## src/rtl/matrix_scan_controller_if.sv

```systemverilog
// Frame-post channel between the status logic (producer) and the scan
// controller (consumer).
//   frame_data  : 21-bit image, column k rows at [7k+6:7k]
//   frame_valid : producer offers frame_data
//   frame_ready : consumer shadow buffer is empty
interface matrix_scan_controller_if;
  localparam int unsigned FRAME_W = 21;

  logic [FRAME_W-1:0] frame_data;
  logic               frame_valid;
  logic               frame_ready;

  modport master (output frame_data, output frame_valid, input frame_ready);
  modport slave  (input frame_data, input frame_valid, output frame_ready);
endinterface

```

## src/rtl/matrix_scan_controller.sv

```systemverilog
// 3-column LED matrix scanner with blanking gaps and a double-buffered frame
// store; a posted image is committed only at a frame boundary or while idle.
//   clock, reset : rising-edge clock, synchronous active-high reset
//   enable       : run the scan; low blanks the matrix and parks in IDLE
//   frame_bus    : frame post channel (slave side)
//   col          : one-hot column select (col[2] first), 000 = all off
//   row          : row pattern for the lit column, 0 when dark
//   frame_done   : one-cycle pulse on the last lit cycle of each scan
module matrix_scan_controller #(
  parameter int unsigned DWELL_CYCLES = 1000,
  parameter int unsigned BLANK_CYCLES = 4
) (
  input  logic                        clock,
  input  logic                        reset,
  input  logic                        enable,
  matrix_scan_controller_if.slave     frame_bus,
  output logic [2:0]                  col,
  output logic [6:0]                  row,
  output logic                        frame_done
);

  localparam int unsigned FRAME_W = 21;
  localparam int unsigned ROW_W   = 7;
  localparam int unsigned COL_W   = 3;
  localparam int unsigned CNT_W   = 16;

  localparam logic [CNT_W-1:0] DWELL_LAST = CNT_W'(DWELL_CYCLES - 1);
  localparam logic [CNT_W-1:0] BLANK_LAST = CNT_W'(BLANK_CYCLES - 1);
  localparam logic [1:0]       IDX_FIRST  = 2'd2;

  typedef enum logic [1:0] {
    IDLE  = 2'd0,
    BLANK = 2'd1,
    SHOW  = 2'd2
  } state_t;

  state_t             state, state_next;
  logic [CNT_W-1:0]   count, count_next;
  logic [1:0]         index, index_next;
  logic [FRAME_W-1:0] active, active_next;
  logic [FRAME_W-1:0] shadow, shadow_next;
  logic               pending, pending_next;
  logic [COL_W-1:0]   col_d;
  logic [ROW_W-1:0]   row_d;
  logic               frame_done_d;
  logic               xfer;

  // Shadow is free whenever nothing is pending; forced low during reset.
  assign frame_bus.frame_ready = !pending && !reset;
  assign xfer = frame_bus.frame_valid && frame_bus.frame_ready;

  // State register: all sequential state including the registered outputs.
  always_ff @(posedge clock) begin
    if (reset) begin
      state      <= IDLE;
      count      <= '0;
      index      <= IDX_FIRST;
      active     <= '0;
      shadow     <= '0;
      pending    <= 1'b0;
      col        <= '0;
      row        <= '0;
      frame_done <= 1'b0;
    end else begin
      state      <= state_next;
      count      <= count_next;
      index      <= index_next;
      active     <= active_next;
      shadow     <= shadow_next;
      pending    <= pending_next;
      col        <= col_d;
      row        <= row_d;
      frame_done <= frame_done_d;
    end
  end

  // Next-state logic: scan sequencing plus frame-buffer commit.
  always_comb begin
    state_next   = state;
    count_next   = count;
    index_next   = index;
    active_next  = active;
    shadow_next  = shadow;
    pending_next = pending;

    // Transfers only happen with pending clear, so they never collide with a swap.
    if (xfer) begin
      shadow_next  = frame_bus.frame_data;
      pending_next = 1'b1;
    end

    unique case (state)
      IDLE: begin
        index_next = IDX_FIRST;
        count_next = '0;
        if (pending) begin
          active_next  = shadow;
          pending_next = 1'b0;
        end
        if (enable) begin
          state_next = BLANK;
        end
      end
      BLANK: begin
        if (!enable) begin
          state_next = IDLE;
          index_next = IDX_FIRST;
          count_next = '0;
        end else if (count == BLANK_LAST) begin
          state_next = SHOW;
          count_next = '0;
        end else begin
          count_next = count + CNT_W'(1);
        end
      end
      SHOW: begin
        if (!enable) begin
          state_next = IDLE;
          index_next = IDX_FIRST;
          count_next = '0;
        end else if (count == DWELL_LAST) begin
          state_next = BLANK;
          count_next = '0;
          if (index != 2'd0) begin
            index_next = index - 2'd1;
          end else begin
            // Frame boundary: commit a posted image so no frame mixes images.
            index_next = IDX_FIRST;
            if (pending) begin
              active_next  = shadow;
              pending_next = 1'b0;
            end
          end
        end else begin
          count_next = count + CNT_W'(1);
        end
      end
      default: begin
        state_next = IDLE;
        index_next = IDX_FIRST;
        count_next = '0;
      end
    endcase
  end

  // Output logic: decoded from next-state values so col/row/frame_done
  // register in lockstep with the state they describe.
  always_comb begin
    col_d        = '0;
    row_d        = '0;
    frame_done_d = 1'b0;
    if (state_next == SHOW) begin
      unique case (index_next)
        2'd2: begin
          col_d = 3'b100;
          row_d = active_next[20:14];
        end
        2'd1: begin
          col_d = 3'b010;
          row_d = active_next[13:7];
        end
        default: begin
          col_d = 3'b001;
          row_d = active_next[6:0];
        end
      endcase
      frame_done_d = (index_next == 2'd0) && (count_next == DWELL_LAST);
    end
  end

endmodule

```

## src/flat_wrapper.sv

```systemverilog
// flat-port wrapper written by rule: the top's interface ports become plain ports
module matrix_scan_controller_flat 
#(
  parameter int unsigned DWELL_CYCLES = 1000,
  parameter int unsigned BLANK_CYCLES = 4
)
  (clock, reset, enable, col, row, frame_done, frame_bus_frame_data, frame_bus_frame_valid, frame_bus_frame_ready);
  matrix_scan_controller_if frame_bus_i ();
  input  logic clock;
  input  logic reset;
  input  logic enable;
  output logic [2:0] col;
  output logic [6:0] row;
  output logic frame_done;
  input wire logic [$bits(frame_bus_i.frame_data)-1:0] frame_bus_frame_data;
  input wire logic [$bits(frame_bus_i.frame_valid)-1:0] frame_bus_frame_valid;
  output wire logic [$bits(frame_bus_i.frame_ready)-1:0] frame_bus_frame_ready;
  assign frame_bus_i.frame_data = frame_bus_frame_data;
  assign frame_bus_i.frame_valid = frame_bus_frame_valid;
  assign frame_bus_frame_ready = frame_bus_i.frame_ready;
  matrix_scan_controller #(.DWELL_CYCLES(DWELL_CYCLES), .BLANK_CYCLES(BLANK_CYCLES)) u_core (.clock(clock), .reset(reset), .enable(enable), .frame_bus(frame_bus_i), .col(col), .row(row), .frame_done(frame_done));
endmodule
```

## config.mk

```make
export PLATFORM = sky130hd
export DESIGN_NAME = matrix_scan_controller_flat
export DESIGN_NICKNAME = d
export VERILOG_FILES = /design/src/rtl/matrix_scan_controller_if.sv /design/src/rtl/matrix_scan_controller.sv /design/src/flat_wrapper.sv
export SDC_FILE = /design/constraint.sdc
export NUM_CORES = 1
export LEC_CHECK = 0
export CAP_MARGIN = 10
export CORE_ASPECT_RATIO = 2
export CORE_MARGIN = 3
export CORE_UTILIZATION = 31
export CTS_BUF_LIST = sky130_fd_sc_hd__clkbuf_8
export DETAILED_ROUTE_END_ITERATION = 7
export REMOVE_ABC_BUFFERS = 1
export SLEW_MARGIN = 20
export SYNTH_ARGS = -nofsm -noshare
export SYNTH_HDL_FRONTEND = slang
export SYNTH_SLANG_ARGS = --single-unit
```

## constraint.sdc

```tcl
create_clock -name clock -period 9.5 [get_ports clock]
set_input_delay 1.9 -clock clock [delete_from_list [all_inputs] [get_ports clock]]
set_output_delay 1.9 -clock clock [all_outputs]
set_load 0.01 [all_outputs]
```

Yosys cells after proc, flatten, opt, wreduce, memory -nomap -nowiden:

Cells that the tools add are included.
Widths: inputs -> output; s select.

* bits in registers: 74
* input bits: 25
* output and inout bits: 12
* word-level logic and storage cells: 58

* $add $sub $neg: 2
* eq/ne operators: 8
* mux-type cells: 29
* bitwise operators: 1
* reduce and logical (&&, ||, !) cells: 9

Operators by type and width (count)
* $mux 21: 4
* $mux 16: 4
* $pmux 21 s2: 1
* $eq 16x10->1 const B: 2
* $pmux 16 s2: 1
* $mux 2: 9
* $add 16x1->16 const B: 1
* $eq 16x2->1 const B: 1
* $pmux 7 s2: 1
* $eq 2x2->1 const B: 3
* $pmux 2 s3: 1
* $pmux 3 s2: 1
* $mux 1: 5
* $eq 2x1->1 const B: 2
* $logic_not 2->1: 2
* $pmux 2 s2: 1
* $logic_and 1x1->1: 3
* $logic_not 1->1: 2
* $pmux 1 s2: 1
* $reduce_bool 2->1: 1
* $reduce_or 2->1: 1
* $sub 2x1->2 const B: 1
* $not 1->1: 1

Depth between registers and ports, before layout:

Gate-level depths: netlist of run 1.

* depth in word-level cells: 9
* depth in mapped cells: 15

Least setup slack after synthesis of run 1:

OpenSTA, ideal clock, no wires.

* kind: in2out
* from: in reset
* to: out frame_bus_frame_ready
* data arrival time: 2234 ps
* required time: 7600 ps
* setup slack: 5366 ps
* stages on the path: 2
* cells stage by stage: clkbuf_1 -> nor2_1

* longest elaborated chain between the ends: 2

Ends and longest elaborated chain
* start: declaration: line flat_wrapper.sv:10 `input logic reset;`
* $logic_not 1->1: line matrix_scan_controller.sv:49 `assign frame_bus.frame_ready = !pending && !reset;`
* $logic_and 1x1->1: line matrix_scan_controller.sv:49
* end: declaration: line flat_wrapper.sv:17 `output wire logic [$bits(frame_bus_i.frame_ready)-1:0] frame_bus_frame_ready;`

No other way between the ends.

Final worst setup path of run 1:

Ends and elaborated chain as after synthesis.

==> flow_metrics.tcl, run 1 <==
set metrics [dict create \
    grt_usage 0.134 \
    drc 0 \
    clockRootBuffer "clkbuf_8" \
    clk_path_buf_depth 2 \
    ys_seq_elements 74 \
    hp-start "u_core.shadow[2]" \
    leakage_nw 1.39 \
    slew_violations 0 \
    yosysTopAreaCell "dfxtp_1" \
    final-hold-violation-count 0 \
    clk_latency_ns 0.35 \
    grt_pass1_vias 2836 \
    grt_pass1_wl_mm 13.1 \
    area_growth_pct 18.3 \
    cts_sinks 74 \
    cts_tree "yes" \
    dpl.cell_count 547 \
    cts_buffers 9 \
    vias 2973 \
    min_path_type "flip-flop to flip-flop" \
    startpoint_type "input pin" \
    gp_congestion 0.858 \
    antenna_found_initial 0 \
    nets 456 \
    post_cts_buffers 0 \
    synth_edf_count 0 \
    period_minus_slack_ns 5.13 \
    overflow 0 \
    final_cells 563 \
    yosys_warnings 0 \
    postCtsResizedCells 0 \
    die-area_mm2 0.0124 \
    critPathTopFamily "buffers and inverters" \
    crit_top_cell "clkdlybuf4s50_1" \
    synth_area_leaders "dfxtp_1 (43%), nand2_1 (6.7%), o21ai_0 (4.8%)" \
    hpwl_mm 5.78 \
    drv_cap 0 \
    setup_tns_ns 0 \
    dp_worst_setup_slack_ns 4.37 \
    synth.avg_cell_area_um2 8.56 \
    holdPathEnd "u_core.shadow[2]" \
    fin_util 0.380 \
    crit_chain "clkdlybuf4s50_1, buf_4, nor2_1, clkdlybuf4s50_1" \
    cp_slowest_cell "clkdlybuf4s50_1" \
    postLayoutSetupSlackWorst_ns 4.37 \
    numPortBuffers 36 \
    drt_iter0_markers 133 \
    ys_seq_area_frac 0.432 \
    status "finished clean" \
    skew_ns 0.0132 \
    synth.top_cell.area_share 0.432 \
    critical_path_class "input pin to output port" \
    finalSetupViolations 0 \
    syn-cell-area_mm2 0.00343 \
    rrSetupSlack_ns 5.73 \
    ir_worst_vdd_mv 0.0799 \
    synthArstFlopShare 0 \
    core-area_mm2 0.0107 \
    worst_pin_slew_ns 0.925 \
    ys.flop_type "dfxtp_1" \
    p_per_area_mw_per_mm2 161 \
    synth_cell_types 49 \
    clk_pin_slew_worst_paths_ns 0.08 \
    rsz0062_at_grt "false" \
    hold_path_depth 2 \
    layout-drive-gt1-share 0.0728 \
    critPathRequiredTime_ns 7.60 \
    pin_count 37 \
    first_pass_iters 5 \
    r2r-start "u_core.count[3]" \
    diodes 0 \
    syn_inst 400 \
    worstPathMaxFanout 25 \
    wl_mm 8.14 \
    viasPerCell 5.28 \
    dieHeight_um 155 \
    relSlewSlack 0.380 \
    r2r_cells 9 \
    grt_max_degree 44 \
    cts_max_level 3 \
    initial_core_util 0.321 \
    period_share 0.540 \
    wire_per_inst_um 14.5 \
    holdBufCountCts 0 \
    r2r_end "u_core.row[0]" \
    die_w_um 80.3 \
    arrival_ns 3.23 \
    critPathMaxStageDelay_ns 0.55 \
    max_freq_mhz 195 \
    path_buf_inv 3 \
    endpoint_kind "output port" \
    antenna_left 0 \
    rows 53 \
    n_fill_cell 1082 \
]
## registers in the layout (all words and copies together), names as in the netlist
register,count
u_core.active,21
u_core.col,3
u_core.count,16
u_core.frame_done,1
u_core.index,2
u_core.pending,1
u_core.row,7
u_core.shadow,21
u_core.state,2
## cells in the mapped netlist, types with 3 or more instances
master	instances
a21oi_1	14
a221oi_1	4
a22o_1	13
a22oi_1	14
a311oi_1	6
and3_1	5
and4_1	3
buf_2	5
buf_6	3
clkbuf_1	21
dfxtp_1	74
ha_1	10
inv_1	10
nand2_1	61
nand2b_1	3
nand3_1	6
nand4_1	9
nor2_1	40
nor3_1	5
nor4_1	5
o21ai_0	33
o41ai_1	3
or4_1	4
xnor2_1	13
xor2_1	4
## how the worst max path moves through the flow
stage	slack, ns	cells past startpoint	to	startpoint
floorplan	5.52	1	frame_bus_frame_ready	reset
global placement	4.36	4	frame_bus_frame_ready	reset
detailed placement	4.37	4	frame_bus_frame_ready	reset
CTS	4.36	4	frame_bus_frame_ready	reset
global route	4.28	4	frame_bus_frame_ready	reset
finish	4.37	4	frame_bus_frame_ready	reset
## cells by family after synthesis
family / count (synthesis) / share of synthesized area
simple gates: 151 / 0.208
mux: 2 / 0.00657
xor+xnor: 17 / 0.0435
compound gates: 105 / 0.220
fa+ha+maj: 10 / 0.0365
buf+inv: 41 / 0.0533
flops: 74 / 0.432
## power by group
| group | leakage [nW] | total [W] | switching [W] | internal [W] |
|---|---|---|---|---|
| combinational | 0.691 | 0.0000716 | 0.0000420 | 0.0000296 |
| clock | 0.103 | 0.000249 | 0.000121 | 0.000129 |
| sequential | 0.601 | 0.000330 | 0.00000867 | 0.000321 |
| total | 1.39 | 0.000650 | 0.000171 | 0.000479 |
## per-stage QoR
stage | total power, W | hold slack, ns | area [µm²]
2_1_floorplan | 0.000378 | 0.432 | 3280
3_3_place_gp | 0.000407 | 0.443 | 3850
3_5_place_dp | 0.000409 | 0.452 | 3850
4_1_cts | 0.000658 | 0.464 | 4050
5_1_grt | 0.000679 | 0.491 | 4050
6_report | 0.000650 | 0.460 | 4050
## area by class of cell
class	count	area, µm²	share of cell area
Clock buffer	10	138	0.0340
Tap cell	137	171	0.0423
Multi-Input combinational cell	285	1770	0.436
Timing Repair Buffer	40	390	0.0963
Clock inverter	6	65.1	0.0161
Inverter	11	41.3	0.0102
Sequential cell	74	1480	0.366
## cells in the final DEF, fill, tap and decap left out, types with 2 or more instances in the layout
master / netlist / routed
a211o_1: 2 / 2
a211oi_1: 2 / 2
a21oi_1: 14 / 13
a221oi_1: 4 / 4
a221oi_2: 2 / 2
a22o_1: 13 / 13
a22oi_1: 14 / 14
a311oi_1: 6 / 6
a31oi_1: 2 / 2
and2_1: 2 / 2
and3_1: 5 / 5
and4_1: 3 / 3
buf_4: 0 / 4
clkbuf_8: 0 / 10
clkdlybuf4s50_1: 0 / 36
clkinv_2: 0 / 2
dfxtp_1: 74 / 74
ha_1: 10 / 10
inv_1: 10 / 10
nand2_1: 61 / 61
nand2b_1: 3 / 3
nand3_1: 6 / 6
nand4_1: 9 / 9
nor2_1: 40 / 40
nor3_1: 5 / 5
nor4_1: 5 / 5
o211ai_1: 2 / 2
o21ai_0: 33 / 33
o22ai_1: 2 / 2
o41ai_1: 3 / 3
or4_1: 4 / 4
or4_4: 2 / 2
xnor2_1: 13 / 13
xor2_1: 4 / 4
## worst min-delay path, cell delays in order, from the launching register on
cell	delay [ns]
dfxtp_1	0.31
nand2_1	0.05
o21ai_0	0.06
## per-layer routing
layer  GRT usage  wire length, µm
met1       0.138             3190
met2       0.250             4500
met4      0.0677              257
met5           0                0
met3      0.0227              192
No activity file was read; power rests on OpenSTA's default activity.
==> inputs of run 2 (changes only) <==
Clock period 9.5 ns to 4.61 ns, I/O delays scaled along.
==> flow_metrics.tcl, run 2 (synthesis gave the netlist of run 1 again) <==
set metrics [dict create \
    status "finished clean" \
    wire_per_inst_um 14.4 \
    finalSetupViolations 0 \
    critical_path_class "flip-flop to flip-flop" \
    rrSetupSlack_ns 0.93 \
    holdBufCountCts 0 \
    nets 456 \
    arrival_ns 3.94 \
    worstPathMaxFanout 16 \
    path_buf_inv 0 \
    rows 53 \
    relSlewSlack 0.333 \
    core-area_mm2 0.0107 \
    wl_mm 8.13 \
    rsz0062_at_grt "false" \
    cts_tree "yes" \
    cts_sinks 74 \
    leakage_nw 1.40 \
    cp_slowest_cell "or4_1" \
    numPortBuffers 36 \
    period_share 0.798 \
    grtUsageMet2 0.261 \
    vias 2901 \
    holdPathEnd "u_core.shadow[2]" \
    post_cts_buffers 0 \
    skew_ns 0.00821 \
    pin_count 37 \
    endpoint_kind "flip-flop" \
    dieHeight_um 155 \
    r2r-start "u_core.count[3]" \
    cts_buffers 9 \
    area_growth_pct 18.3 \
    final-hold-violation-count 0 \
    min_path_type "flip-flop to flip-flop" \
    die-area_mm2 0.0124 \
    worst_pin_slew_ns 0.994 \
    drv_cap 0 \
    critPathRequiredTime_ns 4.87 \
    multiInputGateArea_mm2 0.00177 \
    hpwl_mm 5.91 \
    clk_path_buf_depth 2 \
    setup_tns_ns 0 \
    grt_max_degree 44 \
    p_per_area_mw_per_mm2 330 \
    r2r_cells 10 \
    grt_usage 0.138 \
    die_w_um 80.3 \
    layout-drive-gt1-share 0.0728 \
    critPathTopFamily "simple AND/OR/NAND/NOR gates" \
    clockRootBuffer "clkbuf_8" \
    slew_violations 0 \
    grt_pass1_vias 2873 \
    initial_core_util 0.321 \
    hp-start "u_core.shadow[2]" \
    cts_max_level 3 \
    startpoint_type "flip-flop" \
    drc 0 \
    grt_use_met3 0.0315 \
    hold_path_depth 2 \
    drt_iter0_markers 176 \
    fin_util 0.380 \
    reg_top3 "u_core.active x21, u_core.shadow x21, u_core.count x16" \
    diodes 0 \
    first_pass_iters 4 \
    grt_pass1_wl_mm 13.3 \
    final_cells 563 \
    crit_chain "or4_1, or4_4, mux2_1, a22o_1, nand3_1, ha_1, a32oi_1, o21ai_0, o22ai_1, a211oi_1" \
    overflow 0 \
    postCtsResizedCells 0 \
    ir_worst_vdd_mv 0.168 \
    max_freq_mhz 272 \
    viasPerCell 5.15 \
    n_fill_cell 1127 \
    busiest_layer "met2" \
    antenna_found_initial 0 \
    mostFrequentLayoutCells "dfxtp_1 (74), nand2_1 (61), nor2_1 (40), clkdlybuf4s50_1 (36), o21ai_0 (33)" \
    dpl.cell_count 547 \
    clk_latency_ns 0.36 \
    period_minus_slack_ns 3.68 \
    clk_pin_slew_worst_paths_ns 0.07 \
    critPathMaxStageDelay_ns 0.64 \
    final_common_cell "dfxtp_1" \
    regArea_mm2 0.00148 \
    r2r_end "u_core.row[6]" \
    grt_util_met1 0.135 \
    antenna_left 0 \
    gp_congestion 0.835 \
]
## run 2: changes by cell type in the layout (fill, tap and decap cells not counted)
cell	previous run	this run
clkinv_4	1	0
clkinv_2	2	3
clkbuf_8	10	11
inv_6	1	0
## run 2: worst max-delay path by stage
stage,start,to,slack (ns),depth (start not counted)
final,u_core.count[3],u_core.row[6],0.93,10
after global routing,u_core.count[3],u_core.row[6],0.71,10
after CTS,u_core.count[3],u_core.row[6],0.94,10
after detailed placement,enable,u_core.row[6],0.93,10
after global placement,enable,u_core.row[6],1.0,10
after floorplan,u_core.count[3],u_core.row[6],1.33,10
## run 2: metal layers
| layer | part of all wire | wire length [µm] |
|---|---|---|
| met1 | 0.37 | 3020 |
| met2 | 0.57 | 4640 |
| met3 | 0.033 | 267 |
| met4 | 0.024 | 197 |
| met5 | 0 | 0 |
## run 2: worst register-to-register path: stages, from the launching register on
cell,delay [ns]
dfxtp_1,0.39
or4_1,0.64
or4_4,0.62
mux2_1,0.33
a22o_1,0.21
nand3_1,0.12
ha_1,0.57
a32oi_1,0.09
o21ai_0,0.24
o22ai_1,0.11
a211oi_1,0.26
## run 2: stage by stage
step / instance area, µm² / setup WS [ns] / hold WS, ns / power (W)
6_report: 4050 / 0.930 / 0.460 / 0.00134
5_1_grt: 4050 / 0.713 / 0.502 / 0.00140
2_1_floorplan: 3280 / 1.33 / 0.432 / 0.000779
3_3_place_gp: 3850 / 0.996 / 0.447 / 0.000840
4_1_cts: 4050 / 0.937 / 0.465 / 0.00136
3_5_place_dp: 3850 / 0.925 / 0.454 / 0.000842
## run 2: power by group
| group | internal, W | leakage, nW | total, W | switching [W] |
|---|---|---|---|---|
| registers | 0.000662 | 0.601 | 0.000680 | 0.0000188 |
| clock network | 0.000276 | 0.105 | 0.000512 | 0.000235 |
| logic | 0.0000610 | 0.691 | 0.000146 | 0.0000855 |
| total | 0.000999 | 1.40 | 0.00134 | 0.000340 |
## run 2: final cells by class
class                   count  area share
clock inverters             5      0.0130
well taps                 137      0.0423
multi-input cells         285       0.435
repair buffers             40      0.0963
clock buffers              11      0.0373
inverters                  11      0.0102
flip-flops and latches     74       0.365
==> inputs of run 3 (changes only) <==
Clock period 4.61 ns to 3.4 ns, I/O delays scaled along.
==> flow_metrics.tcl, run 3 (synthesis gave the netlist of run 1 again) <==
set metrics [dict create \
    status "finished clean" \
    cts_tree "yes" \
    final_common_cell "dfxtp_1" \
    drc 0 \
    worstPathMaxFanout 14 \
    gp_congestion 0.847 \
    final-hold-violation-count 0 \
    initial_core_util 0.321 \
    multiInputGateArea_mm2 0.00177 \
    finalInstanceArea_mm2 0.00422 \
    clk_latency_ns 0.35 \
    p_per_area_mw_per_mm2 419 \
    endpoint_kind "flip-flop" \
    overflow 0 \
    ir_worst_vdd_mv 0.267 \
    post_cts_buffers 0 \
    pin_count 37 \
    startpoint_type "flip-flop" \
    relSlewSlack 0.532 \
    diodes 0 \
    nets 479 \
    layout-drive-gt1-share 0.116 \
    viasPerCell 5.21 \
    setup_tns_ns 0 \
    cts_max_level 3 \
    p_total_w 0.00177 \
    slew_violations 0 \
    clk_pin_slew_worst_paths_ns 0.07 \
    wl_mm 8.49 \
    place_area_mm2 0.00404 \
    arrival_ns 3.40 \
    antenna_found_initial 0 \
    numPortBuffers 36 \
    postCtsResizedCells 0 \
    grt_usage 0.146 \
    period_minus_slack_ns 3.19 \
    antenna_left 0 \
    n_fill_cell 1116 \
    critPathRequiredTime_ns 3.61 \
    cts_sinks 74 \
    die_w_um 80.3 \
    dieHeight_um 155 \
    leakage_nw 1.51 \
    drv_cap 0 \
    mostFrequentLayoutCells "dfxtp_1 (74), nand2_1 (61), nor2_1 (40), clkdlybuf4s50_1 (36), o21ai_0 (33)" \
    worst_pin_slew_ns 0.702 \
    rows 53 \
    period_share 0.937 \
    die-area_mm2 0.0124 \
    whs_ns 0.460 \
    critical_path_class "flip-flop to flip-flop" \
    grt_max_degree 26 \
    grt_pass1_vias 2989 \
    skew_ns 0.00548 \
    reg_top3 "u_core.active x21, u_core.shadow x21, u_core.count x16" \
    postLayoutSetupSlackWorst_ns 0.214 \
    regArea_mm2 0.00148 \
    min_path_type "flip-flop to flip-flop" \
    finalSetupViolations 0 \
    first_pass_iters 5 \
    clk_path_buf_depth 2 \
    rsz0062_at_grt "true" \
    holdBufCountCts 0 \
    wire_per_inst_um 14.5 \
    max_freq_mhz 314 \
    vias 3049 \
    grt_pass1_wl_mm 14.0 \
    clockRootBuffer "clkbuf_8" \
    cts_buffers 9 \
    hpwl_mm 6.27 \
    area_growth_pct 23.2 \
    core-area_mm2 0.0107 \
    drt_iter0_markers 177 \
    dp_worst_setup_slack_ns 0.101 \
]
[run 3: changes by cell type in the layout (fill, tap and decap cells not counted), sizes merged]
| cell | delta |
|---|---|
| inv | +2 |
| clkbuf | +1 |
| clkinv | -2 |
| bufinv | -1 |
| clkinvlp | -1 |
| buf | +23 |
[run 3: through the flow]
| step | utilization | cells |
|---|---|---|
| 3_3_place_gp | 0.378 | 570 |
| 2_1_floorplan | - | 370 |
| 6_report | 0.395 | 585 |
| 5_1_grt | 0.395 | 585 |
| 3_5_place_dp | 0.378 | 570 |
| 4_1_cts | 0.395 | 585 |
[run 3: power breakdown]
part,total (W),internal [W],switching [W]
clock network,0.000627,0.000317,0.000310
logic,0.000218,0.0000969,0.000121
registers,0.000922,0.000897,0.0000249
total,0.00177,0.00131,0.000456
[run 3: final timing paths]
kind	from	end	slack, ns	cells after the start
worst max-delay path	u_core.count[11]	u_core.row[0]	0.21	9
worst min-delay path	u_core.shadow[2]	u_core.shadow[2]	0.46	2
worst max register to register	u_core.count[11]	u_core.row[0]	0.21	9
worst min register to register	u_core.shadow[2]	u_core.shadow[2]	0.46	2
[run 3: layout make-up]
type	instances	share of cell area
multi-input cells	285	0.419
clock inverters	3	0.00386
flip-flops and latches	74	0.351
inverters	11	0.00979
repair buffers	63	0.136
well taps	137	0.0406
clock buffers	12	0.0391
[run 3: worst max-delay path, cell delays in order, from the launching register on]
cell,delay (ns)
dfxtp_1,0.36
or4_1,0.56
or4_4,0.54
mux2_1,0.32
a22o_1,0.21
nor2b_1,0.15
ha_2,0.28
a22o_1,0.26
a221oi_1,0.30
a311oi_1,0.08
[run 3: layer usage]
| layer | wire [µm] | GRT usage | vias to the layer above | part of all wire |
|---|---|---|---|---|
| li1 | - | - | 1521 | - |
| met1 | 3260 | 0.146 | 1453 | 0.38 |
| met2 | 4760 | 0.272 | 59 | 0.56 |
| met3 | 239 | 0.0256 | 16 | 0.028 |
| met4 | 227 | 0.0830 | 0 | 0.027 |
| met5 | 0 | 0 | - | 0 |
